$ cat config.mk
export PLATFORM = sky130hd
export DESIGN_NAME = rx_packet_controller_flat
export DESIGN_NICKNAME = d
export VERILOG_FILES = /design/src/rtl/usb_rx_pkg.sv /design/src/rtl/rx_packet_controller_if.sv /design/src/rtl/rx_bit_unstuff.sv /design/src/rtl/rx_packet_controller.sv /design/src/flat_wrapper.sv
export SDC_FILE = /design/constraint.sdc
export NUM_CORES = 1
export LEC_CHECK = 0
export ABC_AREA = 1
export CAP_MARGIN = 20
export CORE_UTILIZATION = 29
export DETAILED_ROUTE_END_ITERATION = 7
export PLACE_DENSITY = 0.48
export SLEW_MARGIN = 40
export SYNTH_ARGS = -nofsm -noshare
export SYNTH_HDL_FRONTEND = slang
export SYNTH_SLANG_ARGS = --single-unit
$ cat constraint.sdc
create_clock -name clk -period 2.17 [get_ports clk]
set_input_delay 0.217 -clock clk [delete_from_list [all_inputs] [get_ports clk]]
set_output_delay 0.217 -clock clk [all_outputs]
set_load 0.005 [all_outputs]
$ cat src/rtl/usb_rx_pkg.sv
// rtl/usb_rx_pkg.sv - shared types and constants for the USB RX packet path
// Contents: controller state encoding, SYNC/size defaults, PID codes and a
// PID check helper.
package usb_rx_pkg;

  typedef enum logic [1:0] {
    ST_IDLE     = 2'd0,
    ST_PID      = 2'd1,
    ST_DATA     = 2'd2,
    ST_EOP_WAIT = 2'd3
  } rx_state_e;

  // Shift register value right after the last SYNC bit (0000000 then 1, LSB-first).
  localparam logic [7:0] SYNC_BYTE_DEFAULT = 8'h80;
  localparam int         MAX_BYTES_DEFAULT = 66;

  localparam logic [3:0] PID_OUT   = 4'b0001;
  localparam logic [3:0] PID_IN    = 4'b1001;
  localparam logic [3:0] PID_DATA0 = 4'b0011;
  localparam logic [3:0] PID_DATA1 = 4'b1011;
  localparam logic [3:0] PID_ACK   = 4'b0010;
  localparam logic [3:0] PID_NAK   = 4'b1010;

  // Upper nibble of a PID byte carries the complement of the lower nibble.
  function automatic logic pid_ok(input logic [7:0] b);
    return b[7:4] == ~b[3:0];
  endfunction

endpackage

$ cat src/rtl/rx_packet_controller_if.sv
// rtl/rx_packet_controller_if.sv - bit stream in, FIFO/status out bundle
// master: controller side (samples bit_valid/decoded/eop, drives the rest)
// slave : decoder/FIFO/protocol side (mirror of master)
interface rx_packet_controller_if;
  logic       bit_valid;
  logic       decoded;
  logic       eop;
  logic [7:0] rx_data;
  logic       rx_data_valid;
  logic [3:0] rx_pid;
  logic       pkt_start;
  logic       pkt_done;
  logic       rx_error;
  logic       receiving;
  logic [6:0] byte_count;

  modport master (
    input  bit_valid, decoded, eop,
    output rx_data, rx_data_valid, rx_pid, pkt_start, pkt_done,
           rx_error, receiving, byte_count
  );

  modport slave (
    output bit_valid, decoded, eop,
    input  rx_data, rx_data_valid, rx_pid, pkt_start, pkt_done,
           rx_error, receiving, byte_count
  );
endinterface

$ cat src/rtl/rx_bit_unstuff.sv
// rtl/rx_bit_unstuff.sv - consecutive-ones tracker and bit-unstuff decision
// Ports: clk, rst (async, active high); bit_valid, decoded, en (unstuffing
// active); load_one (SYNC seen, its last bit was a 1); clear (back to idle);
// bit_accept / bit_drop / stuff_err are combinational per-bit decisions.
module rx_bit_unstuff (
  input  logic clk,
  input  logic rst,
  input  logic bit_valid,
  input  logic decoded,
  input  logic en,
  input  logic load_one,
  input  logic clear,
  output logic bit_accept,
  output logic bit_drop,
  output logic stuff_err
);

  logic [2:0] ones_cnt;
  logic       six_ones;

  assign six_ones   = (ones_cnt == 3'd6);
  assign bit_accept = en && bit_valid && !six_ones;
  assign bit_drop   = en && bit_valid && six_ones && !decoded;
  assign stuff_err  = en && bit_valid && six_ones && decoded;

  always_ff @(posedge clk or posedge rst) begin
    if (rst) begin
      ones_cnt <= 3'd0;
    end else if (load_one) begin
      ones_cnt <= 3'd1;
    end else if (clear || bit_drop) begin
      ones_cnt <= 3'd0;
    end else if (bit_accept) begin
      ones_cnt <= decoded ? ones_cnt + 3'd1 : 3'd0;
    end
  end

endmodule

$ cat src/rtl/rx_packet_controller.sv
// rtl/rx_packet_controller.sv - USB RX sequencer: SYNC, unstuff, bytes, PID, EOP
// Ports: clk, rst (async, active high); bus (rx_packet_controller_if.master):
// bit_valid/decoded/eop in; rx_data/rx_data_valid to the FIFO; rx_pid,
// pkt_start, pkt_done, rx_error, receiving, byte_count to the protocol layer.
module rx_packet_controller
  import usb_rx_pkg::*;
#(
  parameter logic [7:0] SYNC_BYTE = SYNC_BYTE_DEFAULT,
  parameter int         MAX_BYTES = MAX_BYTES_DEFAULT
) (
  input  logic                     clk,
  input  logic                     rst,
  rx_packet_controller_if.master   bus
);

  rx_state_e  state;
  logic [7:0] sreg;
  logic [2:0] bit_cnt;
  logic [7:0] rx_data_q;
  logic       rx_data_valid_q;
  logic [3:0] rx_pid_q;
  logic       pkt_start_q;
  logic       pkt_done_q;
  logic       rx_error_q;
  logic       receiving_q;
  logic [6:0] byte_count_q;

  logic [7:0] new_byte;
  logic       unstuff_en;
  logic       sync_hit;
  logic       eop_exit;
  logic       bit_accept;
  logic       bit_drop;
  logic       stuff_err;

  assign new_byte   = {bus.decoded, sreg[7:1]};
  // EOP takes priority over the data bit, so unstuffing is off in that cycle.
  assign unstuff_en = ((state == ST_PID) || (state == ST_DATA)) && !bus.eop;
  assign sync_hit   = (state == ST_IDLE) && bus.bit_valid && (new_byte == SYNC_BYTE);
  assign eop_exit   = (state == ST_EOP_WAIT) && bus.bit_valid && !bus.eop;

  rx_bit_unstuff u_unstuff (
    .clk        (clk),
    .rst        (rst),
    .bit_valid  (bus.bit_valid),
    .decoded    (bus.decoded),
    .en         (unstuff_en),
    .load_one   (sync_hit),
    .clear      (eop_exit),
    .bit_accept (bit_accept),
    .bit_drop   (bit_drop),
    .stuff_err  (stuff_err)
  );

  always_ff @(posedge clk or posedge rst) begin
    if (rst) begin
      state           <= ST_IDLE;
      sreg            <= 8'hFF;
      bit_cnt         <= 3'd0;
      rx_data_q       <= 8'h00;
      rx_data_valid_q <= 1'b0;
      rx_pid_q        <= 4'h0;
      pkt_start_q     <= 1'b0;
      pkt_done_q      <= 1'b0;
      rx_error_q      <= 1'b0;
      receiving_q     <= 1'b0;
      byte_count_q    <= 7'd0;
    end else begin
      rx_data_valid_q <= 1'b0;
      pkt_start_q     <= 1'b0;
      pkt_done_q      <= 1'b0;
      rx_error_q      <= 1'b0;
      if (bus.bit_valid) begin
        case (state)
          ST_IDLE: begin
            sreg <= new_byte;
            if (sync_hit) begin
              state       <= ST_PID;
              receiving_q <= 1'b1;
              bit_cnt     <= 3'd0;
            end
          end
          ST_PID: begin
            if (bus.eop || stuff_err) begin
              rx_error_q <= 1'b1;
              state      <= ST_EOP_WAIT;
            end else if (bit_drop) begin
              // Stuffed bit: nothing assembled, bit_cnt holds.
              sreg <= sreg;
            end else if (bit_accept) begin
              sreg    <= new_byte;
              bit_cnt <= bit_cnt + 3'd1;
              if (bit_cnt == 3'd7) begin
                if (pid_ok(new_byte)) begin
                  rx_pid_q     <= new_byte[3:0];
                  pkt_start_q  <= 1'b1;
                  byte_count_q <= 7'd0;
                  state        <= ST_DATA;
                end else begin
                  rx_error_q <= 1'b1;
                  state      <= ST_EOP_WAIT;
                end
              end
            end
          end
          ST_DATA: begin
            if (bus.eop) begin
              // Only a byte-aligned EOP ends the packet cleanly.
              if (bit_cnt == 3'd0) pkt_done_q <= 1'b1;
              else                 rx_error_q <= 1'b1;
              state <= ST_EOP_WAIT;
            end else if (stuff_err) begin
              rx_error_q <= 1'b1;
              state      <= ST_EOP_WAIT;
            end else if (bit_drop) begin
              sreg <= sreg;
            end else if (bit_accept) begin
              sreg    <= new_byte;
              bit_cnt <= bit_cnt + 3'd1;
              if (bit_cnt == 3'd7) begin
                if (byte_count_q >= 7'(MAX_BYTES)) begin
                  rx_error_q <= 1'b1;
                  state      <= ST_EOP_WAIT;
                end else begin
                  rx_data_q       <= new_byte;
                  rx_data_valid_q <= 1'b1;
                  byte_count_q    <= byte_count_q + 7'd1;
                end
              end
            end
          end
          ST_EOP_WAIT: begin
            if (!bus.eop) begin
              state       <= ST_IDLE;
              receiving_q <= 1'b0;
              sreg        <= 8'hFF;
            end
          end
          default: state <= ST_IDLE;
        endcase
      end
    end
  end

  assign bus.rx_data       = rx_data_q;
  assign bus.rx_data_valid = rx_data_valid_q;
  assign bus.rx_pid        = rx_pid_q;
  assign bus.pkt_start     = pkt_start_q;
  assign bus.pkt_done      = pkt_done_q;
  assign bus.rx_error      = rx_error_q;
  assign bus.receiving     = receiving_q;
  assign bus.byte_count    = byte_count_q;

endmodule

$ cat src/flat_wrapper.sv
// flat-port wrapper written by rule: the top's interface ports become plain ports
module rx_packet_controller_flat import usb_rx_pkg::*;
#(
  parameter logic [7:0] SYNC_BYTE = SYNC_BYTE_DEFAULT,
  parameter int         MAX_BYTES = MAX_BYTES_DEFAULT
)
  (clk, rst, bus_bit_valid, bus_decoded, bus_eop, bus_rx_data, bus_rx_data_valid, bus_rx_pid, bus_pkt_start, bus_pkt_done, bus_rx_error, bus_receiving, bus_byte_count);
  rx_packet_controller_if bus_i ();
  input  logic clk;
  input  logic rst;
  input wire logic [$bits(bus_i.bit_valid)-1:0] bus_bit_valid;
  input wire logic [$bits(bus_i.decoded)-1:0] bus_decoded;
  input wire logic [$bits(bus_i.eop)-1:0] bus_eop;
  output wire logic [$bits(bus_i.rx_data)-1:0] bus_rx_data;
  output wire logic [$bits(bus_i.rx_data_valid)-1:0] bus_rx_data_valid;
  output wire logic [$bits(bus_i.rx_pid)-1:0] bus_rx_pid;
  output wire logic [$bits(bus_i.pkt_start)-1:0] bus_pkt_start;
  output wire logic [$bits(bus_i.pkt_done)-1:0] bus_pkt_done;
  output wire logic [$bits(bus_i.rx_error)-1:0] bus_rx_error;
  output wire logic [$bits(bus_i.receiving)-1:0] bus_receiving;
  output wire logic [$bits(bus_i.byte_count)-1:0] bus_byte_count;
  assign bus_i.bit_valid = bus_bit_valid;
  assign bus_i.decoded = bus_decoded;
  assign bus_i.eop = bus_eop;
  assign bus_rx_data = bus_i.rx_data;
  assign bus_rx_data_valid = bus_i.rx_data_valid;
  assign bus_rx_pid = bus_i.rx_pid;
  assign bus_pkt_start = bus_i.pkt_start;
  assign bus_pkt_done = bus_i.pkt_done;
  assign bus_rx_error = bus_i.rx_error;
  assign bus_receiving = bus_i.receiving;
  assign bus_byte_count = bus_i.byte_count;
  rx_packet_controller #(.SYNC_BYTE(SYNC_BYTE), .MAX_BYTES(MAX_BYTES)) u_core (.clk(clk), .rst(rst), .bus(bus_i));
endmodule
Yosys cells after proc, flatten, opt, wreduce, memory -nomap -nowiden --
Index checks and enable logic that the tools add are counted.
Operators by class: multipliers 0, eq/ne operators 27, shift-type cells 0, bitwise gates (word level) 6, reduce and logical (&&, ||, !) cells 29, mux-type cells 80, order comparisons 1, add/sub/neg operators 3, divide/modulo/power cells 0
Operator list (number):
- 7-bit 2-to-1 mux | 11
- 8-bit 2-to-1 mux | 6
- 1-bit 2-to-1 mux | 35
- 8-bit case mux with 4 select lines | 1
- 3-bit 2-to-1 mux | 10
- 2-bit 2-to-1 mux | 12
- 2-bit != test, second input constant | 10
- 7-bit case mux with 2 select lines | 1
- 13-bit AND reduction | 1
- 4-bit by 3-bit != test with 1-bit output, second input constant | 3
- 1-bit logical AND | 10
- 10-bit AND reduction | 1
- 3-bit case mux with 3 select lines | 1
- 8-bit equality test, second input constant | 1
- 2-bit case mux with 4 select lines | 1
- 8-bit AND reduction | 1
- 7-bit by 1-bit adder with 7-bit output, second input constant | 1
- 7-bit greater-or-equal comparator, second input constant | 1
- 7-bit AND reduction | 1
- 3-bit by 1-bit adder with 3-bit output, second input constant | 2
- 3-bit equality test, second input constant | 2
- 2-bit by 1-bit != test with 1-bit output, second input constant | 3
- 3-bit != test, second input constant | 2
- 6-bit AND reduction | 1
- other kinds (16) | 28
Storage, ports and cells: bits in latches 0, word-level logic and storage cells 158, bits in writable memories 0, register bits after elaboration 40, output and inout bits 24, bits in read-only memories 0, memories kept 0, bits of input ports 5

Logic depth before layout (Yosys ltp) --
depth after elaboration 11, depth in mapped cells 12, depth with buffers taken out 12

Modules after synthesis --
A second synthesis with hierarchy kept.
Unflattened totals: cells, all modules 293, area, all modules 2318.5 µm²
By module, submodules not included:
- rx_packet_controller | sequential area each 909.6 µm², times used 1, cells each 258, area each 2065.7 µm²
- rx_bit_unstuff | sequential area each 75.1 µm², times used 1, cells each 35, area each 252.7 µm²

Worst setup path after synthesis --
OpenSTA, ideal clock, no wires.
path type register to register, start register u_core.state[0], end register u_core.byte_count_q[5] (netlist: u_core.bus.byte_count[5]), stages on the path, launching flop included 13, arrival 1.660 ns, period minus slack after synthesis 1.778 ns, setup time 0.118 ns, data required time 2.052 ns, setup slack 0.392 ns, buffers on the path 1, cell sequence dfrtp_1 -> inv_1 -> ha_1 -> nand2_2 -> nor2_4 -> nand2_4 -> clkinv_4 -> nand2_4 -> nor2_2 -> nand3_2 -> buf_6 -> nand2_1 -> o21ai_2
Between the ends: cells in the longest elaborated chain, start to end 9, elaborated cells between the ends (all ways) 24, those cells by class eq/ne: 13; mux: 1; reduce/logical: 10
Ends and longest elaborated chain:
- start: declaration | RTL line rx_packet_controller.sv:16 | rx_state_e state;
- start signal: assignment | RTL line rx_packet_controller.sv:57 | state <= ST_IDLE;
- start signal: assignment | RTL line rx_packet_controller.sv:78 | state <= ST_PID;
- start signal: assignment | RTL line rx_packet_controller.sv:86 | state <= ST_EOP_WAIT;
- 2-bit by 1-bit equality test with 1-bit output / 2-bit equality test (equally long branches) | RTL line rx_packet_controller.sv:38, rx_packet_controller.sv:74
- 1-bit logical OR | RTL line rx_packet_controller.sv:38 | assign unstuff_en = ((state == ST_PID) || (state == ST_DATA)) && !bus.eop;
- 1-bit logical AND | RTL line rx_packet_controller.sv:38
- 1-bit logical AND | RTL line rx_bit_unstuff.sv:22, rx_bit_unstuff.sv:23, rx_bit_unstuff.sv:24
- 1-bit logical AND | RTL line rx_bit_unstuff.sv:23, rx_bit_unstuff.sv:24
- 1-bit logical AND | RTL line rx_bit_unstuff.sv:24 | assign stuff_err = en && bit_valid && six_ones && decoded;
- 1-bit logical OR | RTL line rx_packet_controller.sv:84 | if (bus.eop || stuff_err) begin
- 2-bit != test (no line)
- 13-bit AND reduction (no line)
- end signal: assignment | RTL line rx_packet_controller.sv:127 | byte_count_q <= byte_count_q + 7'd1;
- end: declaration | RTL line rx_packet_controller.sv:26 | logic [6:0] byte_count_q;
Several ways; a longest one is shown, not always the timed one. A chain may end at the register's enable or synchronous reset.

Final worst setup path --
start register u_core.state[0], end register u_core.sreg[7]
Between the ends: cells in the longest elaborated chain, start to end 10, elaborated cells between the ends (all ways) 23, those cells by class eq/ne: 7; mux: 6; reduce/logical: 10
Ends and longest elaborated chain:
- 2-bit by 1-bit equality test with 1-bit output / 2-bit equality test (equally long branches) | RTL line rx_packet_controller.sv:38, rx_packet_controller.sv:74
- 1-bit logical OR | RTL line rx_packet_controller.sv:38
- 1-bit logical AND | RTL line rx_packet_controller.sv:38
- 1-bit logical AND | RTL line rx_bit_unstuff.sv:22, rx_bit_unstuff.sv:23, rx_bit_unstuff.sv:24
- 1-bit logical AND (on tied branches) | RTL line rx_bit_unstuff.sv:22, rx_bit_unstuff.sv:23, rx_bit_unstuff.sv:24
- 8-bit 2-to-1 mux / 1-bit logical AND (equally long branches)
- 8-bit 2-to-1 mux (3 in a row)
- 8-bit case mux with 4 select lines | RTL line rx_packet_controller.sv:74 | case (state)
- end signal: assignment | RTL line rx_packet_controller.sv:76 | sreg <= new_byte;
- end signal: assignment | RTL line rx_packet_controller.sv:89 | sreg <= sreg;
- end signal: assignment | RTL line rx_packet_controller.sv:91 | sreg <= new_byte;
- end: declaration | RTL line rx_packet_controller.sv:17 | logic [7:0] sreg;
Several ways; a longest one is shown, not always the timed one. The select of a mux whose other input is x is not followed.

==> metrics.yaml <==
layout:
  fin_cells: 416
  fill_cells: 768
  num_antenna_cells: 0
  nets: 333
  design_area_um2: 2800
  drive_gt1_frac: 0.142
  final_util: 0.379
  syn_to_final_growth_pct: 24.6
synthesis:
  synthCells: 280
  avgSynthCellArea_um2: 8.02
  seq_area_frac_synth: 0.439
  ys_warn_count: 0
  synth.net_count: 297
  netlist_area_um2: 2240
  ys_types: 31
  synth_seq_cells: 39
pwr:
  ir_drop_v: 0.000373
  leakagePower_uw: 0.00135
  cellPowerDensity_nw_per_um2: 1010
worst_setup_path:
  critPathBufInv: 2
  crit_top_cell: "nand2_1"
  cp.arrival_ps: 2170
  crit_chain: "inv_1 > ha_4 > nand2_2 > nor2_4 > nand3_1 > nand2_1 > a21oi_2 > buf_4 > nand2_2 > nand2_1 > nand2_1"
  startpoint_type: "flop"
  worst_path_dominant_cell_family: "simple AND/OR/NAND/NOR gates"
  worstSetupStartpoint: "u_core.state[0]"
  r2r_cells: 11
  critPathKind: "flop to flop"
  worst-path-stages: 11
  cp_max_fo: 8
  crit_required_ps: 2410
  end_kind: "flop"
  crit_slowest_cell: "dfrtp_1"
  max_stage_delay_ps: 430
  reg2reg_from: "u_core.state[0]"
sta:
  hold_violations: 0
  relSlewSlack: 0.664
  fmaxAchievable_mhz: 519
  rsz0062_at_grt: "no"
  final_max_slew_viol_count: 0
  finalCritPeriodShare: 0.888
  skew_ps: 2.89
  setup_viol: 0
  finalWorstSetupSlack_ps: 242
  fin_crit_ps: 1930
  worst_pin_slew_ps: 504
  setup_tns_ps: 0
detailed_routing:
  vias_per_cell: 4.44
  drt-total-wl_um: 4940
  route.vias.total: 1849
  antenna_left: 0
  wl_per_cell_um: 11.9
  drtPass1Iterations: 5
  drt_iter0_markers: 68
  remaining_drc_errors: 0
clocking:
  clk-insertion-delay-late_ps: 290
  cts_root_buf: "clkbuf_8"
  cts_made_buffers: 5
  clk_transition_reported_paths_ps: 80
  cts.htree.levels: 2
  holdBufCountCts: 0
  cts_tree: "built"
  clock_path_buffers: 2
  cts.sinks: 39
grt:
  grt_pass1_wl_um: 8600
  grt_usage: 0.133
  antenna_found_initial: 0
  grt_max_degree: 40
  gr-total-overflow: 0
  grt_pass1_vias: 1769
hold_path:
  hp-class: "primary input to async pin"
flow_run:
  drv_cap: 0
floorplanning:
  die_w_um: 90.0
  rows: 31
  die-area_um2: 8100
  die_h_um: 90.0
  start_util: 0.305
  ios: 29
  core_area_um2: 7370
place:
  pre_cts_slack_ps: 48.3
  dp_cells: 408
  place_area_um2: 2660
  port_buffers: 28
  place.gp.congestion: 0.800
  dp_hpwl_um: 3700
status:
  outcome: "complete, no violations"
==> worst min-delay path, delay by kind of cell <==
family	cells	cell delay [ps]
buffers and inverters	3	870
==> synthesized netlist by cell type <==
library cell  number  area (um2)
nor3_2             1        10.0
nor2_4             2        22.5
nand3b_1           5        37.5
o21ai_0           20         100
nand3_2            1        10.0
nor3_1             1        5.00
buf_4              2        15.0
nand2_1           79         297
clkinv_4           1        8.76
buf_2              1        5.00
o211ai_1           1        7.51
nor2_1            26        97.6
nand2_4            2        22.5
ha_1              12         150
or2_2              3        18.8
o21bai_1           2        15.0
nand4_4            1        21.3
xnor2_1            1        8.76
o21ai_2            7        61.3
inv_1             34         128
o22ai_1            1        6.26
nor4_1             2        12.5
dfrtp_1           32         801
a21oi_1            8        40.0
nand3_1           20         100
dfstp_2            7         184
buf_6              1        11.3
a31oi_1            1        6.26
nor2_2             2        12.5
nand2_2            2        12.5
xor2_1             2        17.5
==> area by class of cell <==
cell class / count / area (um2) / area share
clock buffer: 6 / 72.6 / 0.0260
clock inverter: 2 / 37.5 / 0.0134
inverter: 35 / 136 / 0.0488
multi-input combinational: 202 / 1120 / 0.402
sequential: 39 / 985 / 0.352
tap: 99 / 124 / 0.0443
timing repair buffer: 33 / 318 / 0.114
==> routing by layer <==
layer	track usage	wire, um	vias up
met5	0	0	-
met4	0.0390	59	0
met3	0.0338	218	7
met2	0.196	2100	42
met1	0.191	2570	835
li1	-	-	965
==> state kept, by name, indices dropped and copies added, names as in the netlist, 2 cells and up <==
signal and cells:
u_core.sreg 7, u_core.bus.byte_count 7, u_core.bus.rx_data 8, u_core.state 2, u_core.bit_cnt 3, u_core.u_unstuff.ones_cnt 3
u_core.bus.rx_pid 4
==> stage by stage <==
| stage | hold slack (ps) | total power, uW |
|---|---|---|
| finish | 350 | 2840 |
| global route | 397 | 3100 |
| CTS | 365 | 2830 |
| detailed placement | 474 | 2200 |
| global placement | 469 | 2200 |
| floorplan | 361 | 1880 |
==> repair_timing <==
item | in CTS | in global routing
gates resized for setup | 0 | 6
endpoints found under the hold margin | 0 | 0
setup endpoints to repair | 0 | 21
setup buffers | 0 | 0
==> logic make-up (layout without fill, tap and decap cells) <==
logic type                 Yosys count  count (layout)  share of synthesized area
buffers and inverters               39              76                     0.0747
and+or+nand+nor                    147             147                      0.303
AOI/OAI and AO/OA                   40              40                      0.105
DFF                                 39              39                      0.439
xor gates and xnor gates             3               3                     0.0117
adders and majority gates           12              12                     0.0669
==> final timing paths <==
check	slack, ps	end
setup / recovery	240	u_core.sreg[7]
hold / removal	350	u_core.bus.rx_pid[3]
setup reg to reg	240	u_core.sreg[7]
hold reg to reg	490	u_core.bus.rx_data[5]
max in group asynchronous	1460	u_core.sreg[1]
min in group clk	490	u_core.bus.rx_data[5]
==> cell usage in the layout, fill, tap and decap left out, types with 2 or more instances in the layout <==
master	n
a21oi_1	7
buf_4	5
clkbuf_8	5
clkdlybuf4s50_1	28
dfrtp_1	32
dfstp_2	7
ha_1	11
inv_1	34
nand2_1	78
nand2_2	3
nand2_4	2
nand3_1	19
nand3b_1	5
nor2_1	26
nor2_2	2
nor2_4	2
nor4_1	2
o21ai_0	19
o21ai_2	7
o21bai_1	2
or2_2	3
xor2_1	2
==> report_power, final <==
group	total (uW)	leakage (uW)	switching (uW)	internal, uW
logic	1170	0.000789	742	426
registers	1060	0.000509	143	917
clock network	607	0.0000514	264	343
total	2840	0.00135	1150	1690
Power figures use the tool's default switching activity.
